File: src/rtl/mem_wb_pipe_reg.sv
// MEM/WB pipeline register with valid/ready handshake, stall, flush, optional
// 2-entry skid buffer and a write-back mux on the registered fields.
module mem_wb_pipe_reg #(
   parameter int unsigned DATA_W            = 32,
   parameter int unsigned REG_ADDR_W        = 5,
   parameter int unsigned SKID              = 1,
   parameter int unsigned ZERO_REG_SUPPRESS = 1
) (
   input  logic                  clk,
   input  logic                  reset,
   input  logic                  flush,
   input  logic                  in_valid,
   output logic                  in_ready,
   input  logic                  in_reg_write,
   input  logic                  in_mem_to_reg,
   input  logic [REG_ADDR_W-1:0] in_write_reg,
   input  logic [DATA_W-1:0]     in_alu_result,
   input  logic [DATA_W-1:0]     in_read_data,
   output logic                  out_valid,
   input  logic                  out_ready,
   output logic                  out_reg_write,
   output logic                  out_mem_to_reg,
   output logic [REG_ADDR_W-1:0] out_write_reg,
   output logic [DATA_W-1:0]     out_alu_result,
   output logic [DATA_W-1:0]     out_read_data,
   output logic [DATA_W-1:0]     out_wb_data
);

   typedef struct packed {
      logic                  valid;
      logic                  reg_write;
      logic                  mem_to_reg;
      logic [REG_ADDR_W-1:0] write_reg;
      logic [DATA_W-1:0]     alu_result;
      logic [DATA_W-1:0]     read_data;
   } entry_t;

   entry_t h_q, h_d;
   entry_t s_q, s_d;
   entry_t in_entry;
   logic   in_fire;
   logic   out_fire;

   assign in_entry = '{valid:      1'b1,
                       reg_write:  in_reg_write,
                       mem_to_reg: in_mem_to_reg,
                       write_reg:  in_write_reg,
                       alu_result: in_alu_result,
                       read_data:  in_read_data};

   // With the skid entry, in_ready depends only on state, breaking the
   // combinational path from out_ready back upstream.
   assign in_ready = (SKID != 0) ? ~s_q.valid : (~h_q.valid | out_ready);
   assign in_fire  = in_valid & in_ready;
   assign out_fire = h_q.valid & out_ready;

   always_comb begin
      // NOTE: every variable gets a default first so no path through the
      // block leaves it unassigned, which would infer a latch.
      h_d = h_q;
      s_d = s_q;
      if (!h_q.valid || out_fire) begin
         if (s_q.valid) begin
            h_d       = s_q;
            s_d.valid = 1'b0;
         end else if (in_fire) begin
            h_d = in_entry;
         end else begin
            h_d.valid = 1'b0;
         end
      end else if (in_fire && (SKID != 0)) begin
         s_d = in_entry;
      end
      if (flush) begin
         h_d.valid = 1'b0;
         s_d.valid = 1'b0;
      end
      if (SKID == 0) begin
         s_d = '0;
      end
   end

   always_ff @(posedge clk or posedge reset) begin
      // NOTE: data fields are reset too, so out_wb_data reads 0 after reset
      // rather than whatever the flops powered up with.
      if (reset) begin
         h_q <= '0;
         s_q <= '0;
      end else begin
         // NOTE: non-blocking assignments so every flop samples the values
         // from before this edge, independent of statement order.
         h_q <= h_d;
         s_q <= s_d;
      end
   end

   assign out_valid      = h_q.valid;
   assign out_reg_write  = h_q.valid & h_q.reg_write &
                           ~((ZERO_REG_SUPPRESS != 0) && (h_q.write_reg == '0));
   assign out_mem_to_reg = h_q.mem_to_reg;
   assign out_write_reg  = h_q.write_reg;
   assign out_alu_result = h_q.alu_result;
   assign out_read_data  = h_q.read_data;
   assign out_wb_data    = h_q.mem_to_reg ? h_q.read_data : h_q.alu_result;

endmodule

File: config.mk
export PLATFORM = sky130hd
export DESIGN_NAME = mem_wb_pipe_reg
export DESIGN_NICKNAME = d
export VERILOG_FILES = /design/src/rtl/mem_wb_pipe_reg.sv
export SDC_FILE = /design/constraint.sdc
export NUM_CORES = 1
export LEC_CHECK = 0
export CAP_MARGIN = 25
export CORE_MARGIN = 5
export CORE_UTILIZATION = 50
export DETAILED_ROUTE_END_ITERATION = 8
export PLACE_DENSITY = 0.8
export SYNTH_ARGS = -nofsm -noshare
export SYNTH_HDL_FRONTEND = slang
export SYNTH_SLANG_ARGS = --single-unit
File: constraint.sdc
create_clock -name clk -period 6 [get_ports clk]
set_input_delay 0.6 -clock clk [delete_from_list [all_inputs] [get_ports clk]]
set_output_delay 0.6 -clock clk [all_outputs]
set_load 0.05 [all_outputs]
==> flow_summary.toml, run 1 <==
[outcome]
status = "finished clean"

[cts]
cts.path.max_buffers = 2
hold_buffers = 0
cts_max_level = 4
cts_root_buffer = "clkbuf_16"
cts-resized-gates = 0
cts_made_buffers = 17
clk_pin_slew_ps = 60
cts_num_sinks = 144
clkLatencyLatePin_ps = 410
post_cts_buffers = 0
cts_tree = "done"

[sta]
period_share_pct = 51.60
tns_ps = 0
setup_viol = 0
rsz0062_at_grt = "false"
worst_pin_slew_ps = 1080
hold_slack_ps = 507.3
slew_headroom_pct = 28.01
finalHoldViolCount = 0
skew_ps = 7.006
period_needed_ps = 3096
drv_slew = 0
clock.fmax_mhz = 323.0

[worst_setup_path]
critPathMaxFanout = 34
r2r_cells = 4
critPathArrivalTime_ps = 2500
r2r_slack_ps = 3060
critPathCaptureType = "primary output"
cp-start-kind = "register"
rr_endpoint = "s_q[31]$_DFFE_PP0P_"
required_ps = 5400
r2r-start = "s_q[71]$_DFFE_PP0P_"
worstSetupPathType = "register to primary output"

[synth]
syn-num-nets = 572
seq_area_frac_synth_pct = 47.65
synth-compound-area-share_pct = 0.3144
ys_ff_latch = 144
synth.distinct_cells = 17
synth_top_family_by_area = "multiplexers"
synthSimpleGateAreaFrac_pct = 0.5460
synthMuxAreaShare_pct = 39.96
yosysWarnings = 0
avgSynthCellArea_um2 = 15.25
netlist_instances = 496
syn_area_um2 = 7562
synth-xor-area-share_pct = 0
synth_fa_ha_area_share_pct = 0

[place]
dp_hpwl_mm = 9.831
placed_area_um2 = 8781
port_buffers = 180
gp_congestion = 0.7310

[detailed_routing]
drc_errors = 0
dr_total_vias = 4147
wl_per_cell_um = 18.89
vias_per_cell = 5.164
drtAntennaViolNets = 0
drt_first_iter_violations = 162
dr.pass1.iters = 4
wl_mm = 15.17

[pwr]
ir_drop_mv = 0.2083
p_sw_share_pct = 32.18
seq_power_share_pct = 36.3
power.share.clock_pct = 32.4
p_per_area_nw_per_um2 = 378.6
switching_power_mw = 1.153
p_int_mw = 2.429
pwr-share-comb_pct = 31.3
total_leakage_power_nw = 3.923

[floorplan]
rows = 45
die_y_um = 133.0
start_util_pct = 50.30
die_area_um2 = 17680
chipWidth_um = 133.0
core_um2 = 15030
ios = 181

[final_layout]
areaGrowthSynthToFinish_pct = 25.10
stdcell_area_um2 = 9460
drive_above_1_share_pct = 46.83
regArea_um2 = 3608
most-common-layout-cells = "clkdlybuf4s50_1 (180), mux2_2 (175), dfrtp_1 (142), mux2_4 (70), clkbuf_16 (17)"
n_fill_cell = 1097
antenna_cells = 0
multi_input_area_um2 = 3100
layout.nets = 678
final_common_cell = "clkdlybuf4s50_1"
top_register = "s_q"
fin_util_pct = 62.93
largest_register_ff_count = 72

[grt]
grt_pass1_wl_mm = 24.51
grt_overflow = 0
grt_pass1_vias = 4673
grt_max_degree = 83
antenna_found_initial = 0
grt_usage_pct = 17.46

[min_path]
hp-class = "register to register"
hold_start = "s_q[12]$_DFFE_PP0P_"
whs_endpoint = "s_q[12]$_DFFE_PP0P_"
worstHoldPathCells = 1

[flow_run]
cap_violations = 0
## cell usage after synthesis, drive strengths merged
master  instances  area, um2
mux2          245       3022
dfrtp         144       3603
buf            96      860.8
inv             2      7.510
a21oi           1      5.000
clkbuf          1      3.750
nand2b          1      13.76
nor2            1      3.750
nor3            1      5.000
nor3b           1      12.51
o21a            1      7.510
o311a           1      11.26
or3             1      6.260
## per-stage QoR
stage / setup WS (ps) / power (mW) / std cells
after floorplan: 1534 / 2.177 / 496
after global placement: 2875 / 2.409 / 770
after detailed placement: 2806 / 2.437 / 770
after CTS: 2867 / 3.616 / 802
after global routing: 2772 / 3.722 / 803
final: 2904 / 3.582 / 803
## layer usage
| layer | GRT usage, % | part of all wire (%) | vias to the layer above |
|---|---|---|---|
| li1 | - | - | 1904 |
| met5 | 0 | 0 | - |
| met2 | 28.64 | 50 | 120 |
| met3 | 5.399 | 5.5 | 19 |
| met4 | 6.813 | 2.0 | 0 |
| met1 | 21.61 | 43 | 2104 |
## power by group through the flow
| stage | registers, mW | clock network, mW | logic [mW] |
|---|---|---|---|
| after floorplan | 1.25 | 0 | 0.922 |
| after global placement | 1.30 | 0 | 1.11 |
| after detailed placement | 1.31 | 0 | 1.13 |
| after CTS | 1.30 | 1.18 | 1.13 |
| after global routing | 1.32 | 1.23 | 1.17 |
| final | 1.30 | 1.16 | 1.12 |
## area by class of cell
cell class              count  share of cell area (%)
multi-input cells         253                   32.77
well taps                 188                   2.486
inverters                   2                  0.1323
clock buffers              18                   4.642
flip-flops and latches    144                   38.14
clock inverters            14                   2.248
repair buffers            184                   19.57
## cells by family after synthesis
group,Yosys count
flops,144
compound gates,3
buf+inv,99
simple gates,5
mux,245
## critical path: stages, from the launching register on
cell and delay (ps):
dfrtp_2 940, mux2_2 420, clkdlybuf4s50_1 700
## how the worst max path moves through the flow
| stage | from | end | slack, ps |
|---|---|---|---|
| 2_1_floorplan | reset | h_q[70]$_DFFE_PP0P_ | 1530 |
| 3_3_place_gp | out_ready | s_q[59]$_DFFE_PP0P_ | 2870 |
| 3_5_place_dp | out_ready | s_q[59]$_DFFE_PP0P_ | 2810 |
| 4_1_cts | out_mem_to_reg$_DFFE_PP0P_ | out_wb_data[9] | 2870 |
| 5_1_grt | out_mem_to_reg$_DFFE_PP0P_ | out_wb_data[16] | 2770 |
| 6_report | out_mem_to_reg$_DFFE_PP0P_ | out_wb_data[9] | 2900 |
(Power assumes the default switching activity.)
==> inputs of run 2 (changes only) <==
clock period = 2.9 ns   (was 6 ns; I/O delays follow)
==> flow_summary.toml, run 2 (same netlist as run 1, synthesis figures left out) <==
[sta]
tns_ps = 0
period_share_pct = 95.48
skew_ps = 6.652
fin_ws_ps = 131.0
drv_slew = 0
setup_viol = 0
rsz0062_at_grt = "false"
slew_headroom_pct = 43.29
clock.fmax_mhz = 361.1
finalHoldViolCount = 0
worst_pin_slew_ps = 850.6
period_needed_ps = 2769

[grt]
grt_usage_pct = 17.70
grt_pass1_vias = 4661
grt_pass1_wl_mm = 25.04
grt_max_degree = 145
grt_overflow = 0
antenna_found_initial = 0

[detailed_routing]
drc_errors = 0
drt_first_iter_violations = 134
dr.pass1.iters = 4
drtAntennaViolNets = 0
dr_total_vias = 4139
wl_mm = 15.22
vias_per_cell = 5.129
wl_per_cell_um = 18.86

[final_layout]
final_common_cell = "clkdlybuf4s50_1"
largest_register_ff_count = 72
top_register = "s_q"
areaGrowthSynthToFinish_pct = 25.10
stdcell_area_um2 = 9460
layout.nets = 682
most-common-layout-cells = "clkdlybuf4s50_1 (180), mux2_2 (175), dfrtp_1 (142), mux2_4 (70), clkbuf_16 (17)"
antenna_cells = 0
stdcell_count = 807
drive_above_1_share_pct = 47.01

[cts]
cts_root_buffer = "clkbuf_16"
cts.path.max_buffers = 2
clk_pin_slew_ps = 60
clkLatencyLatePin_ps = 410
cts_tree = "done"
hold_buffers = 0
cts_max_level = 4
post_cts_buffers = 0
cts-resized-gates = 0
cts_made_buffers = 17
cts_num_sinks = 144

[place]
place_inst = 775
dp_hpwl_mm = 10.04
placed_area_um2 = 8855
pre_cts_ws_ps = 541.1
port_buffers = 180
gp_congestion = 0.7444

[floorplan]
die_y_um = 133.0
rows = 45
chipWidth_um = 133.0
core_um2 = 15030
start_util_pct = 50.30
ios = 181
die_area_um2 = 17680

[worst_setup_path]
required_ps = 2610
cp-start-kind = "register"
worstSetupPathType = "register to primary output"
critPathMaxFanout = 16
worstSetupStartpoint = "out_mem_to_reg$_DFFE_PP0P_"
critPathArrivalTime_ps = 2480
critPathCaptureType = "primary output"
r2r-start = "s_q[71]$_DFFE_PP0P_"

[outcome]
status = "finished clean"

[pwr]
p_per_area_nw_per_um2 = 764.3
ir_drop_mv = 0.5084
total_leakage_power_nw = 3.924

[flow_run]
cap_violations = 0

[min_path]
hp-class = "input pin to async pin"
==> run 2: cell types whose count changed in the layout (fill, tap and decap cells not counted), moves of 2 or more <==
cell / before / now
buf_12: 0 / 3
bufinv_16: 5 / 3
buf_4: 3 / 5
clkinv_4: 1 / 3
==> run 2: worst paths after layout <==
path,end,slack [ps],cells past startpoint
worst min register to register,s_q[21]$_DFFE_PP0P_,500,1
max in group asynchronous,s_q[33]$_DFFE_PP0P_,1810,3
min in group clk,out_valid$_DFFE_PP0P_,450,2
worst max register to register,out_alu_result[12]$_DFFE_PP0P_,700,3
worst max-delay path,out_wb_data[30],130,3
worst min-delay path,s_q[2]$_DFFE_PP0P_,380,3
==> run 2: layout make-up <==
type | count | area, um2
inverters | 2 | 11.26
clock inverters | 13 | 162.7
repair buffers | 188 | 1899
multi-input cells | 253 | 3100
clock buffers | 19 | 442.9
flip-flops and latches | 144 | 3608
well taps | 188 | 235.2
fillers | 1124 | 5573
==> run 2: metal layers <==
layer	GRT usage, %	wire, um	part of all wire, %	vias to the layer above
met4	4.503	125	0.82	0
met5	0	0	0	-
met3	5.285	774	5.1	9
met1	23.19	6895	45	2121
li1	-	-	-	1900
met2	28.87	7421	49	109
==> run 2: critical path: stages, from the launching register on <==
cell	delay, ps
dfrtp_2	690
buf_4	300
mux2_2	370
clkdlybuf4s50_1	710
==> run 2: through the flow <==
step	power, mW	hold slack [ps]	utilization [%]
6_report	7.230	382.2	62.93
2_1_floorplan	4.505	353.1	-
3_5_place_dp	5.055	487.5	58.90
4_1_cts	7.315	426.4	62.93
5_1_grt	7.536	458.6	62.93
3_3_place_gp	4.999	485.2	58.90
==> run 2: where the power goes <==
| part | internal (mW) | switching, mW | total [mW] |
|---|---|---|---|
| Sequential | 2.40 | 0.273 | 2.67 |
| Combinational | 1.09 | 1.26 | 2.34 |
| Clock | 1.38 | 0.838 | 2.21 |
| Total | 4.86 | 2.37 | 7.23 |
==> inputs of run 3 (changes only) <==
HOLD_SLACK_MARGIN = 0.02   (was not set)
==> results of run 3 <==
The final DEF is identical to that of run 2; final timing and power are the same.
